File: config.mk
export PLATFORM = sky130hd
export DESIGN_NAME = cofre_controlador
export DESIGN_NICKNAME = d
export VERILOG_FILES = /design/src/rtl/cofre_controlador.sv
export SDC_FILE = /design/constraint.sdc
export NUM_CORES = 1
export LEC_CHECK = 0
export CAP_MARGIN = 30
export CORE_MARGIN = 10
export CORE_UTILIZATION = 49
export CTS_CLUSTER_SIZE = 24
export DETAILED_ROUTE_END_ITERATION = 16
export HOLD_SLACK_MARGIN = 0.08
export PLACE_DENSITY = 0.84
export SETUP_SLACK_MARGIN = 0.2
export SYNTH_ARGS = -nofsm -noshare
export SYNTH_HDL_FRONTEND = slang
export SYNTH_SLANG_ARGS = --single-unit
File: constraint.sdc
create_clock -name clk -period 1.71 [get_ports clk]
set_input_delay 0.342 -clock clk [delete_from_list [all_inputs] [get_ports clk]]
set_output_delay 0.342 -clock clk [all_outputs]
set_load 0.1 [all_outputs]
File: src/rtl/cofre_controlador.sv
// cofre_controlador: digital-safe sequencer. Holds the stored password,
// registers the user's entry, feeds both operands of the subtract/compare
// datapath and runs the open / error / lockout state machine.
// Optional feature: define COFRE_AUTO_FECHA_EN to relock automatically after
// ABERTO_CICLOS cycles in the open state.
module cofre_controlador #(
    parameter int unsigned MAX_TENTATIVAS  = 3,
    parameter int unsigned ERRO_CICLOS     = 50_000_000,
    parameter int unsigned BLOQUEIO_CICLOS = 500_000_000,
    parameter int unsigned ABERTO_CICLOS   = 1_000_000_000
) (
    input  logic       clk,
    input  logic       reset,
    input  logic [3:0] senha_in,
    input  logic       btn_confirma,
    input  logic       btn_fecha,
    input  logic [3:0] resultado,
    output logic [3:0] senha_a,
    output logic [3:0] senha_b,
    output logic       aberto,
    output logic       bloqueado,
    output logic [2:0] falhas,
    output logic       led_verme,
    output logic       led_verd,
    output logic       led_azu
);

    typedef enum logic [2:0] {
        CADASTRO  = 3'd0,
        FECHADO   = 3'd1,
        VERIFICA  = 3'd2,
        ABERTO    = 3'd3,
        ERRO      = 3'd4,
        BLOQUEADO = 3'd5
    } estado_t;

`ifdef COFRE_AUTO_FECHA_EN
    localparam bit AUTO_FECHA = 1'b1;
`else
    localparam bit AUTO_FECHA = 1'b0;
`endif

    // Last timer value of each timed state (timer starts at 0 on entry).
    localparam logic [29:0] ERRO_FIM   = 30'(ERRO_CICLOS - 1);
    localparam logic [29:0] BLOQ_FIM   = 30'(BLOQUEIO_CICLOS - 1);
    localparam logic [29:0] ABERTO_FIM = 30'(ABERTO_CICLOS - 1);
    localparam logic [2:0]  MAX_F      = 3'(MAX_TENTATIVAS);

    estado_t     state_q, state_d;
    logic [3:0]  senha_a_q, senha_a_d;
    logic [3:0]  senha_b_q, senha_b_d;
    logic [2:0]  falhas_q, falhas_d;
    logic [29:0] timer_q, timer_d;
    logic        confirma_prev_q;
    logic        fecha_prev_q;
    logic        ev_confirma;
    logic        ev_fecha;

    assign ev_confirma = btn_confirma & ~confirma_prev_q;
    assign ev_fecha    = btn_fecha & ~fecha_prev_q;

    // State, datapath operands, failure count, timer and button history.
    always_ff @(posedge clk) begin
        if (reset) begin
            state_q         <= CADASTRO;
            senha_a_q       <= 4'h0;
            senha_b_q       <= 4'h0;
            falhas_q        <= 3'd0;
            timer_q         <= 30'd0;
            confirma_prev_q <= 1'b0;
            fecha_prev_q    <= 1'b0;
        end else begin
            state_q         <= state_d;
            senha_a_q       <= senha_a_d;
            senha_b_q       <= senha_b_d;
            falhas_q        <= falhas_d;
            timer_q         <= timer_d;
            confirma_prev_q <= btn_confirma;
            fecha_prev_q    <= btn_fecha;
        end
    end

    // Next-state logic; the timer only advances in timed states.
    always_comb begin
        state_d   = state_q;
        senha_a_d = senha_a_q;
        senha_b_d = senha_b_q;
        falhas_d  = falhas_q;
        timer_d   = timer_q + 30'd1;
        case (state_q)
            CADASTRO: begin
                timer_d = 30'd0;
                if (ev_confirma) begin
                    senha_a_d = senha_in;
                    state_d   = FECHADO;
                end
            end
            FECHADO: begin
                timer_d = 30'd0;
                if (ev_confirma) begin
                    senha_b_d = senha_in;
                    state_d   = VERIFICA;
                end
            end
            VERIFICA: begin
                timer_d = 30'd0;
                if (resultado == 4'h0) begin
                    state_d  = ABERTO;
                    falhas_d = 3'd0;
                end else if (({1'b0, falhas_q} + 4'd1) < {1'b0, MAX_F}) begin
                    state_d  = ERRO;
                    falhas_d = falhas_q + 3'd1;
                end else begin
                    state_d  = BLOQUEADO;
                    falhas_d = MAX_F;
                end
            end
            ABERTO: begin
                if (!AUTO_FECHA) begin
                    timer_d = 30'd0;
                end
                // Close has priority over a simultaneous password change.
                if (ev_fecha) begin
                    state_d = FECHADO;
                    timer_d = 30'd0;
                end else if (ev_confirma) begin
                    senha_a_d = senha_in;
                    timer_d   = 30'd0;
                end else if (AUTO_FECHA && timer_q == ABERTO_FIM) begin
                    state_d = FECHADO;
                    timer_d = 30'd0;
                end
            end
            ERRO: begin
                if (timer_q == ERRO_FIM) begin
                    state_d = FECHADO;
                    timer_d = 30'd0;
                end
            end
            BLOQUEADO: begin
                if (timer_q == BLOQ_FIM) begin
                    state_d  = FECHADO;
                    falhas_d = 3'd0;
                    timer_d  = 30'd0;
                end
            end
            default: begin
                state_d = CADASTRO;
                timer_d = 30'd0;
            end
        endcase
    end

    // Outputs decoded from registered state only.
    assign senha_a   = senha_a_q;
    assign senha_b   = senha_b_q;
    assign falhas    = falhas_q;
    assign aberto    = (state_q == ABERTO);
    assign bloqueado = (state_q == BLOQUEADO);
    assign led_azu   = (state_q == CADASTRO);
    assign led_verd  = (state_q == ABERTO);
    assign led_verme = (state_q == ERRO) | ((state_q == BLOQUEADO) & timer_q[24]);

endmodule

Word level (Yosys, flattened, before mapping) --
Index checks and enable logic that the tools add are counted. Widths: inputs -> output; s select.
Storage, ports and cells: output and inout port bits 16, bits of input ports 12, bits in registers 46
Operators by class: equal/unequal tests 13, bitwise logic cells 6, reductions and logical operators 8, $lt $le $gt $ge 1, add/sub/neg operators 3, multiplexer cells 18
Operators with widths (number):
- $mux 30 | 2
- $pmux 30 s2 | 1
- $add 30x1->30 const B | 1
- $eq 30x26->1 const B | 1
- $eq 30x29->1 const B | 1
- $mux 3 | 9
- $pmux 3 s6 | 1
- $mux 4 | 2
- $pmux 4 s2 | 1
- $eq 3x2->1 const B | 2
- $eq 3x3->1 const B | 2
- $ne 2x1->1 const B | 3
- $ne 2x2->1 const B | 3
- $pmux 3 s2 | 1
- $reduce_and 2->1 | 3
- $reduce_and 5->1 | 1
- $add 3x1->4 const B | 1
- $logic_not 4->1 | 1
- $lt 4x2->1 const B | 1
- $reduce_bool 2->1 | 2
- $add 3x1->3 const B | 1
- $and 1x1->1 | 3
- $eq 3x1->1 const B | 1
- $logic_not 3->1 | 1
- 3 further kinds | 4

Longest topological paths before layout --
Gate-level depths: netlist of run 1.
word-level depth 5, mapped depth 7, mapped depth without buffers 6

Worst setup path after synthesis of run 1 --
Ideal clock, no wire load.
kind register to output, start register state_q[0], end output led_azu, stages on the path, launching flop included 3, data arrival time 2.617 ns, slack -1.249 ns, path through dfxtp_1 clkbuf_1 nor3_1
Between the ends: longest elaborated chain between the ends 1
Ends and longest elaborated chain:
- from (decl) | line 49 | estado_t state_q, state_d;
- from (signal assigned) | line 73 | state_q <= state_d;
- $logic_not 3->1 | line 160 | assign led_azu = (state_q == CADASTRO);
- to (decl) | line 25 | output logic led_azu
No other way between the ends.

Final worst setup path of run 1 --
start register timer_q[29], end register timer_q[28]
Between the ends: longest elaborated chain between the ends 3
Ends and longest elaborated chain:
- from (decl) | line 53 | logic [29:0] timer_q, timer_d;
- from (signal assigned) | line 77 | timer_q <= timer_d;
- $eq 30x29->1 / $eq 30x26->1 (equally long branches) | line 141, 135
- $mux 30 (on tied branches) | line 141, 135
- $pmux 30 s2 * | line 90 | case (state_q)
Every way passes the cells marked *; elsewhere a longest branch is shown, timed or not. A chain may end at the register's enable or synchronous reset.

==> key figures, run 1 <==
Detailed routing
  • DR DRC count: 0
  • DR WL/cell: 18.57 um
  • Post-DRT Antenna Nets: 0
  • DR WL met2: 3893 um
  • DRT iter0 DRCs: 195
  • Post-Route WL: 7224 um
  • Via density: 5.828
  • Highest metal used: met4
  • Total number of vias: 2,267
  • M1 WL: 2667 um
  • Met3 WL: 458 um
  • DRT Pass-1 Iters: 5

STA
  • Final hold vios: 0
  • F_max: 0.4940 GHz
  • Tmin final: 2024 ps
  • Final Max Tran Viols: 0
  • RSZ-0062 raised after global routing: true
  • Max-slew headroom: 0.6431
  • Post-route setup slack: -314.2 ps
  • Skew final: 10.75 ps
  • Setup TNS: -10,300 ps
  • Fin crit share: 1.184
  • Worst slew pin tran: 529.7 ps
  • Final setup violating endpoints: 35

Yosys
  • Ys flop type: dfxtp_1
  • Compound-Gate Fraction of Synth Area: 0.04370
  • Synth Net Count: 270
  • Post-synthesis cell area: 2205 um2
  • Largest family of logic cells by synthesized area: simple AND/OR/NAND/NOR gates
  • Synth unique cells: 39
  • Async set-reset flop share out of synthesis: 0
  • Mux share of post-synthesis cell area: 0.04086
  • Most common cell in the synthesized netlist: nor2_1
  • Top post-synthesis cells by area: dfxtp_1, nor2_1, xnor2_1
  • Syn avg cell area: 8.646 um2
  • Post-Synth Adder-Cell Area: 0.01703
  • Dominant cell type by area after synthesis: dfxtp_1
  • Syn Inst Count: 255
  • Post-synthesis xor/xnor area fraction: 0.1112
  • Post-Synth Simple-Gate Area: 0.3280
  • FF+latch count, synth: 46
  • Yosys warning total: 0
  • EDFF count, synth: 0
  • Most frequent cells after synthesis: nor2_1, dfxtp_1, nand3_1
  • Post-synth top area share: 0.4177
  • Sequential-to-total area share from yosys stat: 0.4177

Finish
  • Final cell count without fillers: 389
  • P&R area growth vs syn: 53.86%
  • Finished Cell Area: 3392 um2
  • Fin nets: 351
  • Final Util: 0.7790
  • Fill cell count: 250
  • Share of layout cells above drive strength 1: 0.3769
  • Antenna fix cells: 0
  • Footprint of the multi-input gates: 1360 um2
  • FF/Latch Area: 950.9 um2

Place
  • IO Port Bufs: 27
  • Dpl ws: -366.3 ps
  • Placed Area: 3087 um2
  • DP Wirelength: 4702 um
  • Post-placement cell count: 376
  • Routability-driven placement congestion ratio: 0.8883

Clock tree
  • Total CTS buffers: 5
  • Clock tree sinks: 46
  • Clock root buffer: clkbuf_8
  • CTS tree: done
  • # H-tree levels: 2
  • CTS Hold Bufs: 0
  • Worst-Skew Late Latency: 310 ps
  • Clock transition at path regs: 90 ps
  • Maximum buffer depth of the clock tree: 2

Die
  • Full die area: 7582 um2
  • Starting Density: 0.5063
  • Die height: 87.08 um
  • Row cnt: 24
  • Area of the core: 4354 um2
  • Die X: 87.08 um
  • Boundary Pins: 28

Setup path
  • Flop-to-flop setup slack: -310 ps
  • Worst setup SP type: register
  • Crit path kind: register to register
  • Crit path required time: 1910 ps
  • CP startpoint: timer_q[29]
  • Worst-case reg-to-reg path depth: 6
  • CP endpoint: timer_q[28]
  • WP data arrival: 2220 ps
  • R2r endpoint: timer_q[28]
  • Setup crit end kind: register
  • CP Max Fanout: 11
  • Worst r2r src: timer_q[29]

GRT
  • Vias in the first global route: 2,428
  • Total GRT Usage: 0.1928
  • Initial antenna violation count: 0
  • First-pass GRT wire length: 11,800 um
  • GR Overflow Total: 0
  • Largest net degree at the start of global routing: 15

Pwr
  • Static Leak: 1.259 nW
  • VDD IR-drop max: 0.5365 mV
  • P per Cell Area: 631.3 nW/um2

Outcome
  • Outcome: finished with violations
  • Failing checks: setup timing

Flow run
  • Max_cap viols: 0

Hold path
  • Worst Hold Class: input port to register
## how the worst min path moves through the flow
stage,start,endpoint,depth (start not counted)
floorplan,reset,confirma_prev_q,1
global placement,timer_q[0],timer_q[0],2
detailed placement,timer_q[0],timer_q[0],2
CTS,btn_fecha,fecha_prev_q,2
global route,btn_fecha,fecha_prev_q,2
finish,btn_fecha,fecha_prev_q,2
## what timing repair did
item | CTS | global route
pin swaps | 15 | 10
hold endpoints to repair | 0 | 0
resized for setup | 43 | 14
setup buffers | 4 | 1
gates cloned | 0 | 0
endpoints found under the setup margin | 44 | 49
## critical path, cell delays in order (launching register included)
cell and delay, ps:
dfxtp_2 330, nand4b_1 210, or4_4 550, o41ai_4 390
or3_4 220, buf_6 150, nor2_1 60
## placed cells by master (no fill, tap or decap), drive strengths merged
cell and n:
a311oi 1, mux2i 9, nor2b 4, nor3 6, nand2b 1, a211oi 1
nand2 10, buf 73, a31oi 3, clkdlybuf4s50 7, o211ai 1, nor2 49
nand3 18, clkinv 2, o21ai 6, xnor2 15, or4 4, or2 4
or3 2, nand4 5, nor4bb 3, ha 3, inv 10, dlygate4sd2 4
nand4b 1, dfxtp 46, or4b 1, and4 5, and2 3, xor2 13
nor4 7, o41ai 1, clkbuf 6, nor4b 2, a21oi 3, and3 8
## through the flow
step	hold WS (ps)	power, W
after floorplan	413.6	0.001343
after global placement	509.1	0.001471
after detailed placement	536.4	0.001483
after CTS	401.3	0.002130
after global routing	439.5	0.002213
final	428.3	0.002141
## final cells by class
cell class | count | area share
well taps | 52 | 0.01918
inverters | 10 | 0.01180
clock inverters | 2 | 0.002582
multi-input cells | 189 | 0.4010
flip-flops and latches | 46 | 0.2803
clock buffers | 6 | 0.02139
repair buffers | 84 | 0.2637
## metal layers
layer,GRT usage,up-vias
li1,-,1044
met1,0.2025,1089
met2,0.3464,111
met3,0.04494,23
met4,0.1001,0
met5,0,-
## where the power goes
| group | switching, W | leakage, nW | internal [W] | total [W] |
|---|---|---|---|---|
| clock network | 0.000370 | 0.0426 | 0.000282 | 0.000652 |
| registers | 0.0000234 | 0.380 | 0.00109 | 0.00111 |
| logic | 0.000228 | 0.836 | 0.000152 | 0.000380 |
| total | 0.000621 | 1.26 | 0.00152 | 0.00214 |
## cells by family (layout without fill, tap and decap cells)
family                   Yosys count  in the layout
AO/OA/AOI/OAI                     16             16
XOR/XNOR                          28             28
adder cells (fa/ha/maj)            3              3
buffers and inverters             20            102
flip-flops                        46             46
multiplexers                       9              9
AND/OR/NAND/NOR                  133            133
## registers in the layout, indices dropped and copies added, names as in the netlist
| name | cells |
|---|---|
| timer_q | 30 |
| senha_a | 4 |
| senha_b | 4 |
| falhas | 3 |
| state_q | 3 |
| confirma_prev_q | 1 |
| fecha_prev_q | 1 |
Note: power is estimated with default switching activity, not from simulation.
==> inputs of run 2 (changes only) <==
--- a/config.mk
+++ b/config.mk
@@ -7,12 +7,14 @@
 export LEC_CHECK = 0
 export CAP_MARGIN = 30
 export CORE_MARGIN = 10
-export CORE_UTILIZATION = 49
+export CORE_UTILIZATION = 56
 export CTS_CLUSTER_SIZE = 24
 export DETAILED_ROUTE_END_ITERATION = 16
+export DONT_BUFFER_PORTS = 1
 export HOLD_SLACK_MARGIN = 0.08
-export PLACE_DENSITY = 0.84
+export PLACE_DENSITY = 0.83
 export SETUP_SLACK_MARGIN = 0.2
+export SLEW_MARGIN = 20
 export SYNTH_ARGS = -nofsm -noshare
 export SYNTH_HDL_FRONTEND = slang
 export SYNTH_SLANG_ARGS = --single-unit
==> key figures, run 2 (synthesis gave the netlist of run 1 again) <==
Setup path
  • WP data arrival: 2210 ps (was 2220 ps)
  • CP max-delay cell: dfxtp_2 (was or4_4)
  • Cell family with most CP delay: simple AND/OR/NAND/NOR gates (unchanged)
  • Setup crit end kind: register (unchanged)
  • CP Max Fanout: 8 (was 11)
  • Worst setup SP type: register (unchanged)
  • Buf/Inv on CP: 3 (was 1)
  • Flop-to-flop setup slack: -310 ps (about the same)
  • Worst-case reg-to-reg path depth: 8 (was 6)
  • Critical path depth in cells: 8 (was 6)
  • Crit path required time: 1900 ps (was 1910 ps)
  • CP cell instances: buf_4 -> nor4bb_2 -> nand3_1 -> nor4_4 -> or3_4 -> buf_6 -> buf_12 -> nor2_1 (was nand4b_1 -> or4_4 -> o41ai_4 -> or3_4 -> buf_6 -> nor2_1)
  • R2r endpoint: timer_q[27] (was timer_q[28])
  • Worst r2r src: timer_q[12] (was timer_q[29])
  • Crit path kind: register to register (unchanged)
  • Critical Path Max Stage Delay: 360 ps (was 550 ps)

Detailed routing
  • Via density: 6.201 (was 5.828)
  • DR DRC count: 0 (unchanged)
  • DR WL/cell: 20.25 um (was 18.57 um)
  • Post-DRT Antenna Nets: 0 (unchanged)
  • Post-Route WL: 7572 um (was 7224 um)
  • DR WL met2: 3985 um (was 3893 um)
  • DRT Pass-1 Iters: 4 (was 5)
  • DRT iter0 DRCs: 179 (was 195)
  • Total number of vias: 2,319 (was 2,267)
  • Highest metal used: met4 (unchanged)
  • Met3 WL: 559 um (was 458 um)
  • M1 WL: 2568 um (was 2667 um)

Die
  • Full die area: 6847 um2 (was 7582 um2)
  • Starting Density: 0.5889 (was 0.5063)
  • Area of the core: 3744 um2 (was 4354 um2)
  • Row cnt: 22 (was 24)
  • Boundary Pins: 28 (unchanged)
  • Die height: 82.75 um (was 87.08 um)
  • Die X: 82.75 um (was 87.08 um)

Clock tree
  • Total CTS buffers: 5 (unchanged)
  • Maximum buffer depth of the clock tree: 2 (unchanged)
  • Clock transition at path regs: 90 ps (about the same)
  • Clock root buffer: clkbuf_8 (unchanged)
  • Clock tree sinks: 46 (unchanged)
  • Worst-Skew Late Latency: 310 ps (about the same)
  • CTS tree: done (unchanged)
  • # H-tree levels: 2 (unchanged)

STA
  • RSZ-0062 raised after global routing: true (unchanged)
  • Fin crit share: 1.178 (was 1.184)
  • Final hold vios: 0 (unchanged)
  • Final Max Tran Viols: 0 (unchanged)
  • Tmin final: 2015 ps (was 2024 ps)
  • Max-slew headroom: 0.6684 (was 0.6431)
  • F_max: 0.4963 GHz (was 0.4940 GHz)
  • Worst slew pin tran: 492.3 ps (was 529.7 ps)
  • Skew final: 4.572 ps (was 10.75 ps)
  • Post-route setup slack: -305.0 ps (was -314.2 ps)
  • Final setup violating endpoints: 35 (unchanged)

Finish
  • Commonest non-fill, non-tap cell in the layout: buf_4
  • Footprint of the multi-input gates: 1356 um2 (was 1360 um2)
  • Fin nets: 340 (was 351)
  • Antenna fix cells: 0 (unchanged)
  • Share of layout cells above drive strength 1: 0.3742 (was 0.3769)
  • Fill cell count: 183 (was 250)
  • Largest reg by FF count: timer_q (unchanged)
  • Finished Cell Area: 3247 um2 (was 3392 um2)
  • Final cell count without fillers: 374 (was 389)
  • Most frequent cells in the layout: buf_4, nor2_1, dfxtp_1 (was nor2_1, buf_4, dfxtp_1)
  • P&R area growth vs syn: 47.28% (was 53.86%)
  • Number of flip-flops in the largest register: 30 (unchanged)
  • FF/Latch Area: 953.4 um2 (was 950.9 um2)

GRT
  • Total GRT Usage: 0.2143 (was 0.1928)
  • First-pass GRT wire length: 11,180 um (was 11,800 um)
  • GR Overflow Total: 0 (unchanged)
  • Vias in the first global route: 2,319 (was 2,428)
  • Initial antenna violation count: 0 (unchanged)
  • Largest net degree at the start of global routing: 16 (was 15)

Place
  • Routability-driven placement congestion ratio: 0.8595 (was 0.8883)
  • Placed Area: 2761 um2 (was 3087 um2)
  • IO Port Bufs: 0 (was 27)
  • DP Wirelength: 4085 um (was 4702 um)
  • Post-placement cell count: 353 (was 376)

Pwr
  • Static Leak: 1.217 nW (was 1.259 nW)
  • Pint: 0.001628 W (was 0.001520 W)
  • Flop pwr share: 0.490 (was 0.518)
  • Psw: 0.0006153 W (was 0.0006214 W)
  • Switching share of power: 0.2743 (was 0.2902)
  • P per Cell Area: 690.9 nW/um2 (was 631.3 nW/um2)
  • Clk network pwr share: 0.366 (was 0.305)
  • VDD IR-drop max: 0.8151 mV (was 0.5365 mV)
  • Combinational fraction of design power: 0.144 (was 0.177)

Hold path
  • Worst Hold Class: input port to register (unchanged)
  • Hold path endpoint: falhas[1] (was fecha_prev_q)
  • Worst Hold Path Cells: 1 (was 2)
  • Min-Delay Startpoint: reset (was btn_fecha)

Outcome
  • Outcome: finished with violations (unchanged)
  • Failing checks: setup timing (unchanged)

Flow run
  • Max_cap viols: 0 (unchanged)
-- run 2: cell types whose count changed in the layout (fill, tap and decap cells not counted), sizes merged --
cell / change
clkinvlp: +2
clkbuf: -1
clkinv: -2
bufinv: +1
clkdlybuf4s50: -7
buf: -1
dlygate4sd2: -4
dlygate4sd3: +1
-- run 2: cell type report --
class,instances,share of cell area
well taps,48,0.01850
inverters,10,0.01233
repair buffers,73,0.2227
multi-input cells,189,0.4177
flip-flops and latches,46,0.2936
clock inverters,3,0.01387
clock buffers,5,0.02119
-- run 2: worst max-delay path by stage --
| stage | from | to | slack [ps] |
|---|---|---|---|
| 2_1_floorplan | timer_q[0] | timer_q[29] | -60 |
| 3_3_place_gp | timer_q[0] | timer_q[5] | -120 |
| 3_5_place_dp | timer_q[10] | timer_q[18] | -170 |
| 5_1_grt | timer_q[15] | timer_q[27] | -350 |
| 4_1_cts | timer_q[29] | timer_q[18] | -120 |
| 6_report | timer_q[12] | timer_q[27] | -310 |
-- run 2: worst register-to-register path: cells and delay by family (launching register included) --
family                 cells  cell delay [ps]
flip-flops                 1              360
AND/OR/NAND/NOR            5             1160
buffers and inverters      3              400
-- run 2: repair_timing --
action,in CTS,in global routing
pin swaps,16,5
endpoints found under the setup margin,40,44
hold buffers,0,1
buffers inserted,8,1
gates resized for setup,44,8
gates cloned,3,0
endpoints found under the hold margin,0,2
-- run 2: routing by layer --
| metal | vias up | global-route usage |
|---|---|---|
| li1 | 1029 | - |
| met1 | 1106 | 0.2126 |
| met2 | 134 | 0.3889 |
| met3 | 50 | 0.05832 |
| met4 | 0 | 0.1288 |
| met5 | - | 0 |
-- run 2: power groups by stage --
stage | Sequential (W) | Combinational (W) | Clock, W
2_1_floorplan | 0.00121 | 0.000130 | 0
3_3_place_gp | 0.00112 | 0.000262 | 0
3_5_place_dp | 0.00113 | 0.000267 | 0
4_1_cts | 0.00110 | 0.000306 | 0.000832
5_1_grt | 0.00110 | 0.000334 | 0.000877
6_report | 0.00110 | 0.000323 | 0.000821
-- run 2: through the flow --
stage / setup slack (ps) / total power (W) / hold WS [ps] / setup TNS, ps / utilization
2_1_floorplan: -58.69 / 0.001343 / 413.6 / -1797 / -
3_3_place_gp: -123.1 / 0.001386 / 409.3 / -3887 / 0.7376
3_5_place_dp: -166.1 / 0.001392 / 413.4 / -4993 / 0.7376
4_1_cts: -118.0 / 0.002238 / 82.29 / -3063 / 0.8503
5_1_grt: -347.9 / 0.002313 / 81.20 / -10600 / 0.8673
6_report: -305.0 / 0.002243 / 93.21 / -9059 / 0.8673
